<file path="config.mk">
export PLATFORM = sky130hd
export DESIGN_NAME = mem_req_rr_arbiter
export DESIGN_NICKNAME = d
export VERILOG_FILES = /design/src/rtl/mem_req_rr_arbiter.sv
export SDC_FILE = /design/constraint.sdc
export NUM_CORES = 1
export LEC_CHECK = 0
export CAP_MARGIN = 10
export CORE_AREA = 2 2 212 214
export DETAILED_ROUTE_END_ITERATION = 8
export DIE_AREA = 0 0 214 216
export PLACE_DENSITY = 0.37
export RECOVER_POWER = 25
export SETUP_SLACK_MARGIN = 0.02
export SLEW_MARGIN = 20
export SYNTH_ARGS = -nofsm -noshare
export SYNTH_HDL_FRONTEND = slang
export SYNTH_SLANG_ARGS = --single-unit
</file>
<file path="constraint.sdc">
create_clock -name m_axi_aclk -period 9.4 [get_ports m_axi_aclk]
set_input_delay 2.82 -clock m_axi_aclk [delete_from_list [all_inputs] [get_ports m_axi_aclk]]
set_output_delay 2.82 -clock m_axi_aclk [all_outputs]
set_load 0.005 [all_outputs]
</file>
<file path="src/rtl/mem_req_rr_arbiter.sv">
// Round-robin share of one mem_req port between two requesters, with an in-order
// route FIFO that steers each read completion back to the requester that issued it.
module mem_req_rr_arbiter #(
    parameter int OUTSTANDING_READS = 5
) (
    input  logic        m_axi_aclk,
    input  logic        m_axi_areset,
    input  logic        req0_valid,
    output logic        req0_ready,
    input  logic [2:0]  req0_bar_hit,
    input  logic [31:0] req0_pcie_address,
    input  logic [7:0]  req0_byte_enable,
    input  logic        req0_write_readn,
    input  logic        req0_phys_func,
    input  logic [63:0] req0_write_data,
    input  logic        req1_valid,
    output logic        req1_ready,
    input  logic [2:0]  req1_bar_hit,
    input  logic [31:0] req1_pcie_address,
    input  logic [7:0]  req1_byte_enable,
    input  logic        req1_write_readn,
    input  logic        req1_phys_func,
    input  logic [63:0] req1_write_data,
    output logic        cpld0_valid,
    input  logic        cpld0_ready,
    output logic [63:0] cpld0_data,
    output logic        cpld1_valid,
    input  logic        cpld1_ready,
    output logic [63:0] cpld1_data,
    output logic        mem_req_valid,
    input  logic        mem_req_ready,
    output logic [2:0]  mem_req_bar_hit,
    output logic [31:0] mem_req_pcie_address,
    output logic [7:0]  mem_req_byte_enable,
    output logic        mem_req_write_readn,
    output logic        mem_req_phys_func,
    output logic [63:0] mem_req_write_data,
    input  logic        axi_cpld_valid,
    output logic        axi_cpld_ready,
    input  logic [63:0] axi_cpld_data,
    output logic [3:0]  rd_outstanding,
    output logic        cpl_orphan
);
    localparam logic [3:0] DEPTH = 4'(OUTSTANDING_READS);
    localparam logic [3:0] LAST  = 4'(OUTSTANDING_READS - 1);

    typedef struct packed {
        logic [2:0]  bar_hit;
        logic [31:0] pcie_address;
        logic [7:0]  byte_enable;
        logic        write_readn;
        logic        phys_func;
        logic [63:0] write_data;
    } mem_req_t;

    typedef enum logic {IDLE, GRANT} state_t;

    mem_req_t [1:0] req;
    mem_req_t       sel;
    logic [1:0]     req_valid;
    state_t         state_q, state_d;
    logic           grant_q, grant_d, last_grant_q;
    logic [15:0]    route_q;
    logic [3:0]     wr_ptr, rd_ptr, count;
    logic           orphan_q;
    logic           empty, full, head, head_ready, is_read, pop, push, hs;

    assign req[0] = {req0_bar_hit, req0_pcie_address, req0_byte_enable,
                     req0_write_readn, req0_phys_func, req0_write_data};
    assign req[1] = {req1_bar_hit, req1_pcie_address, req1_byte_enable,
                     req1_write_readn, req1_phys_func, req1_write_data};
    assign req_valid = {req1_valid, req0_valid};

    assign sel                  = req[grant_q];
    assign is_read              = ~sel.write_readn;
    assign mem_req_bar_hit      = sel.bar_hit;
    assign mem_req_pcie_address = sel.pcie_address;
    assign mem_req_byte_enable  = sel.byte_enable;
    assign mem_req_write_readn  = sel.write_readn;
    assign mem_req_phys_func    = sel.phys_func;
    assign mem_req_write_data   = sel.write_data;

    // Completion steering from the FIFO head
    assign empty          = (count == 4'd0);
    assign full           = (count == DEPTH);
    assign head           = route_q[rd_ptr];
    assign head_ready     = head ? cpld1_ready : cpld0_ready;
    assign cpld0_valid    = axi_cpld_valid & ~empty & ~head;
    assign cpld1_valid    = axi_cpld_valid & ~empty & head;
    assign axi_cpld_ready = head_ready & ~empty;
    assign cpld0_data     = axi_cpld_data;
    assign cpld1_data     = axi_cpld_data;
    assign pop            = axi_cpld_valid & axi_cpld_ready;
    assign rd_outstanding = count;
    assign cpl_orphan     = orphan_q;

    assign hs   = mem_req_valid & mem_req_ready;
    assign push = hs & is_read;

    always_comb begin
        state_d       = state_q;
        grant_d       = grant_q;
        mem_req_valid = 1'b0;
        req0_ready    = 1'b0;
        req1_ready    = 1'b0;
        case (state_q)
            IDLE: begin
                if (|req_valid) begin
                    // Both asking: the one not served last time wins
                    grant_d = (&req_valid) ? ~last_grant_q : req_valid[1];
                    state_d = GRANT;
                end
            end
            GRANT: begin
                // A same-cycle pop frees the slot a full FIFO would otherwise deny
                mem_req_valid = req_valid[grant_q] & ~(is_read & full & ~pop);
                req0_ready    = mem_req_ready & mem_req_valid & ~grant_q;
                req1_ready    = mem_req_ready & mem_req_valid & grant_q;
                if (mem_req_valid & mem_req_ready)
                    state_d = IDLE;
            end
            default: state_d = IDLE;
        endcase
    end

    always_ff @(posedge m_axi_aclk or posedge m_axi_areset) begin
        if (m_axi_areset) begin
            state_q      <= IDLE;
            grant_q      <= 1'b0;
            last_grant_q <= 1'b1;
        end else begin
            state_q <= state_d;
            grant_q <= grant_d;
            if (hs)
                last_grant_q <= grant_q;
        end
    end

    always_ff @(posedge m_axi_aclk or posedge m_axi_areset) begin
        if (m_axi_areset) begin
            route_q  <= '0;
            wr_ptr   <= 4'd0;
            rd_ptr   <= 4'd0;
            count    <= 4'd0;
            orphan_q <= 1'b0;
        end else begin
            if (push) begin
                route_q[wr_ptr] <= grant_q;
                wr_ptr          <= (wr_ptr == LAST) ? 4'd0 : wr_ptr + 4'd1;
            end
            if (pop)
                rd_ptr <= (rd_ptr == LAST) ? 4'd0 : rd_ptr + 4'd1;
            case ({push, pop})
                2'b10:   count <= count + 4'd1;
                2'b01:   count <= count - 4'd1;
                default: count <= count;
            endcase
            if (axi_cpld_valid & empty)
                orphan_q <= 1'b1;
        end
    end
endmodule

</file>
==> reports/qor.csv <==
metric,value,unit
Core Region,43800,um^2
flip-flop and latch count after synthesis,32,
post-layout instance area,7490,um^2
number of library cell types mapped by synthesis,33,
crit path kind,in -> out,
clock insertion delay at the later pin of the skew report,280,ps
worst hold path cell count,1,
portion of the post-synthesis area used by sequential elements,19.2,%
Worst Setup SP,req1_write_readn,
buffers inserted by post-CTS timing repair,0,
count of port buffers added during placement,345,
max-cap viol count,1,
Sw Share,38.0,%
cell-by-cell listing of the critical path,"dlygate4sd3_1, mux2i_1, buf_4, nand3_1, mux2i_4, nor2_1, and2_1, clkdlybuf4s50_1",
total of endpoints with negative setup slack in the final report,0,
cell internal power dissipation,0.928,mW
sequential fraction of design power,19.6,%
violated checks,"capacitance limit, slew limit",
fraction of the cycle the final worst path needs,87.2,%
wire length after detailed routing,26.0,mm
# IOs,538,
post-CTS clock slew at the launch and capture registers of the worst setup and hold paths,60,ps
"antenna viol nets, final",0,
slowest library cell on the worst path,sky130_fd_sc_hd__mux2i_4,
Clock Skews,10.8,ps
via total after detailed routing,3919,
Final Non-Filler Cells,1238,
Sw Pwr,0.570,mW
largest net degree at the start of global routing,71,
aggregate negative setup slack,0,ps
Worst EP arrival,5370,ps
Max Transition Viols Final,33,
Worst slew margin,-25.5,%
Crit path largest cell delay,600,ps
crit path capture type,output pin,
post_cts resized,0,
initial standard-cell utilization of the core,9.54,%
instance count on the critical path,8,
routability-driven placement congestion ratio,0.785,
outcome,finished with violations,
depth of the most critical reg-to-reg path,12,
number of global-route vias before repair,4215,
CTS Sinks,32,
power share of the combinational group,69.9,%
measured slew at the worst slew-check pin,1880,ps
clock tree from TritonCTS,yes,
synthesized area,4180,um^2
final net count,942,
P per Cell Area,200,nW/um^2
buffer type at the clock tree root,sky130_fd_sc_hd__clkbuf_16,
"IR drop worst, VDD",0.0988,mV
Clock Path Buffers,2,
cts bufs inserted,5,
Die Span X,214,um
syn avg cell area,9.57,um^2
post-detailed-route wirelength per cell,21.0,um
total iterations of the first detailed-routing run,4,
unrepaired setup endpoints after global routing,no,
share of post-route cells with drive strength above 1,23.0,%
number of buffers added to fix hold violations after cts,0,
total die area,46200,um^2
"Remaining Overflow, GRT",0,
Via density,3.17,
Reg-to-Reg Start,rd_ptr[2],
Clock Power Share,10.5,%
detailed placement HPWL,23.2,mm
DRC violation count after routing,0,
hold violation total from the final report,0,
Yosys Warn Count,0,
maximum level of the CTS H-tree,2,
number of nets produced by synthesis,737,
Post-Place Cells,1227,
Chip Height,216,um
time the worst path needs with I/O delays and setup,8190,ps
minimum hold slack,462,ps
initial detailed-routing violation count,82,
Hold Crit Class,reg -> reg,
"Data required, critical path",6580,ps
number of instances in the synthesized netlist,437,
"Area growth, synth to finish",78.9,%
Worst Path Buf+Inv,3,
number of cell rows,77,
kind of cell adding the most delay to the critical path,buffers and inverters,
leak pwr,2.70,nW
category of the worst setup path launch point,input pin,
setup slack of the most critical reg-to-reg path,5380,ps
initial antenna violation count,19,
global-route usage over all layers,10.7,%
termination of the worst setup path,req1_ready,
global-route wire length before repair,34.4,mm
upper clock frequency limit,122,MHz
top fanout value on the critical path,22,
capturing point of the worst reg2reg path,rd_outstanding[3],
dpl cell area,7340,um^2
Yosys cell counts:
cell type / number / area (um^2)
sky130_fd_sc_hd__nand4_1: 8 / 50.1
sky130_fd_sc_hd__nand2b_1: 1 / 6.26
sky130_fd_sc_hd__mux2i_1: 2 / 20.0
sky130_fd_sc_hd__ha_1: 9 / 113
sky130_fd_sc_hd__dfstp_2: 1 / 26.3
sky130_fd_sc_hd__o41ai_1: 1 / 8.76
sky130_fd_sc_hd__nor4_1: 2 / 12.5
sky130_fd_sc_hd__xnor2_1: 2 / 17.5
sky130_fd_sc_hd__a32o_1: 1 / 10.0
sky130_fd_sc_hd__nand2_1: 9 / 33.8
sky130_fd_sc_hd__a21o_1: 2 / 15.0
sky130_fd_sc_hd__fa_1: 1 / 20.0
sky130_fd_sc_hd__inv_1: 12 / 45.0
sky130_fd_sc_hd__a21oi_1: 4 / 20.0
sky130_fd_sc_hd__o21ai_0: 2 / 10.0
sky130_fd_sc_hd__nor2b_1: 5 / 31.3
sky130_fd_sc_hd__dfrtp_1: 31 / 776
sky130_fd_sc_hd__xor2_1: 2 / 17.5
sky130_fd_sc_hd__nand3_1: 13 / 65.1
sky130_fd_sc_hd__mux2i_4: 1 / 22.5
sky130_fd_sc_hd__mux2_2: 132 / 1490
sky130_fd_sc_hd__a2bb2oi_1: 1 / 8.76
sky130_fd_sc_hd__nor4bb_1: 1 / 10.0
sky130_fd_sc_hd__buf_1: 2 / 7.51
sky130_fd_sc_hd__o31ai_1: 1 / 7.51
sky130_fd_sc_hd__mux4_2: 5 / 113
sky130_fd_sc_hd__clkbuf_1: 16 / 60.1
sky130_fd_sc_hd__buf_6: 1 / 11.3
sky130_fd_sc_hd__buf_2: 1 / 5.00
sky130_fd_sc_hd__buf_4: 130 / 976
sky130_fd_sc_hd__nor2_1: 15 / 56.3
sky130_fd_sc_hd__and2_1: 6 / 37.5
sky130_fd_sc_hd__nor3_1: 17 / 85.1
cell type report:
cell class / instances / area [um^2]
multi-input cells: 243 / 2280
inverters: 12 / 45.0
fillers: 4929 / 36300
clock inverters: 1 / 5.00
flip-flops and latches: 32 / 806
repair buffers: 348 / 3470
clock buffers: 7 / 133
well taps: 592 / 741
diodes: 3 / 7.51
layer usage:
layer  up-vias  track usage [%]  wire [um]
met2       235             20.0      13400
met3        87             4.50       2440
met1      1796             10.9       9490
met5         -             1.77          0
li1       1801                -          -
met4         0             2.40        699
layout by cell type, fill, tap and decap left out:
cell type / netlist / final
sky130_fd_sc_hd__nand3_1: 13 / 13
sky130_fd_sc_hd__xnor2_1: 2 / 2
sky130_fd_sc_hd__buf_4: 130 / 2
sky130_fd_sc_hd__clkbuf_1: 16 / 3
sky130_fd_sc_hd__fa_1: 1 / 1
sky130_fd_sc_hd__o21ai_0: 2 / 2
sky130_fd_sc_hd__inv_1: 12 / 12
sky130_fd_sc_hd__nor3_1: 17 / 17
sky130_fd_sc_hd__nand2_1: 9 / 9
sky130_fd_sc_hd__dfrtp_4: 0 / 1
sky130_fd_sc_hd__nor2_1: 15 / 15
sky130_fd_sc_hd__clkinv_2: 0 / 1
sky130_fd_sc_hd__mux2i_1: 2 / 2
sky130_fd_sc_hd__nor4bb_1: 1 / 1
sky130_fd_sc_hd__a21oi_1: 4 / 4
sky130_fd_sc_hd__mux4_2: 5 / 5
sky130_fd_sc_hd__o31ai_1: 1 / 1
sky130_fd_sc_hd__clkbuf_16: 0 / 5
sky130_fd_sc_hd__clkdlybuf4s50_1: 0 / 336
sky130_fd_sc_hd__nor4_1: 2 / 2
sky130_fd_sc_hd__a2bb2oi_1: 1 / 1
sky130_fd_sc_hd__dlygate4sd3_1: 0 / 9
sky130_fd_sc_hd__mux2i_4: 1 / 1
sky130_fd_sc_hd__a21o_1: 2 / 2
sky130_fd_sc_hd__ha_1: 9 / 9
sky130_fd_sc_hd__nand4_1: 8 / 8
sky130_fd_sc_hd__o41ai_1: 1 / 1
sky130_fd_sc_hd__nor2b_1: 5 / 5
sky130_fd_sc_hd__xor2_1: 2 / 2
sky130_fd_sc_hd__mux2_2: 132 / 132
sky130_fd_sc_hd__dfstp_2: 1 / 1
sky130_fd_sc_hd__a32o_1: 1 / 1
sky130_fd_sc_hd__and2_1: 6 / 6
sky130_fd_sc_hd__diode_2: 0 / 3
sky130_fd_sc_hd__nand2b_1: 1 / 1
sky130_fd_sc_hd__dfrtp_1: 31 / 30
per-stage QoR:
step	util [%]	worst slack, ps	total power [mW]
final	17.1	1210	1.50
after global routing	17.1	1040	1.61
after CTS	17.1	1300	1.55
after detailed placement	16.8	1300	1.38
after global placement	16.8	1300	1.38
after floorplan	-	2880	0.801
cells by family (layout without fill, tap and decap cells):
logic type	after synthesis	in the layout	synth area share (%)
compound gates	12	12	1.91
xor+xnor	4	4	0.837
fa+ha+maj	10	10	3.17
buf+inv	162	368	26.4
flops	32	32	19.2
mux	140	140	39.2
other cells	0	3	0
simple gates	77	77	9.27
how the worst min path moves through the flow:
| stage | from | end | slack [ps] |
|---|---|---|---|
| after CTS | cpl_orphan | cpl_orphan | 470 |
| after detailed placement | cpl_orphan | cpl_orphan | 460 |
| after global routing | cpl_orphan | cpl_orphan | 490 |
| final | cpl_orphan | cpl_orphan | 460 |
| after floorplan | cpl_orphan | cpl_orphan | 450 |
| after global placement | cpl_orphan | cpl_orphan | 470 |
worst register-to-register path: cells and delay by family (launching register included):
kind,cells,cell delay (ps)
AOI/OAI and AO/OA,2,350
xor gates and xnor gates,2,280
buffers and inverters,1,110
and+or+nand+nor,2,360
DFF,1,590
adders and majority gates,2,440
muxes,3,1770
power by group through the flow:
| stage | clock, mW | sequential, mW | combinational (mW) |
|---|---|---|---|
| 6_report | 0.158 | 0.293 | 1.05 |
| 5_1_grt | 0.167 | 0.311 | 1.14 |
| 2_1_floorplan | 0 | 0.222 | 0.579 |
| 3_3_place_gp | 0 | 0.302 | 1.08 |
| 4_1_cts | 0.163 | 0.299 | 1.08 |
| 3_5_place_dp | 0 | 0.302 | 1.08 |
state kept, by name (all words and copies together), names as in the netlist:
name,cells
cpl_orphan,1
grant_q,1
last_grant_q,1
rd_outstanding,4
rd_ptr,4
route_q,16
state_q,1
wr_ptr,4
No activity file was read; power rests on OpenSTA's default activity.
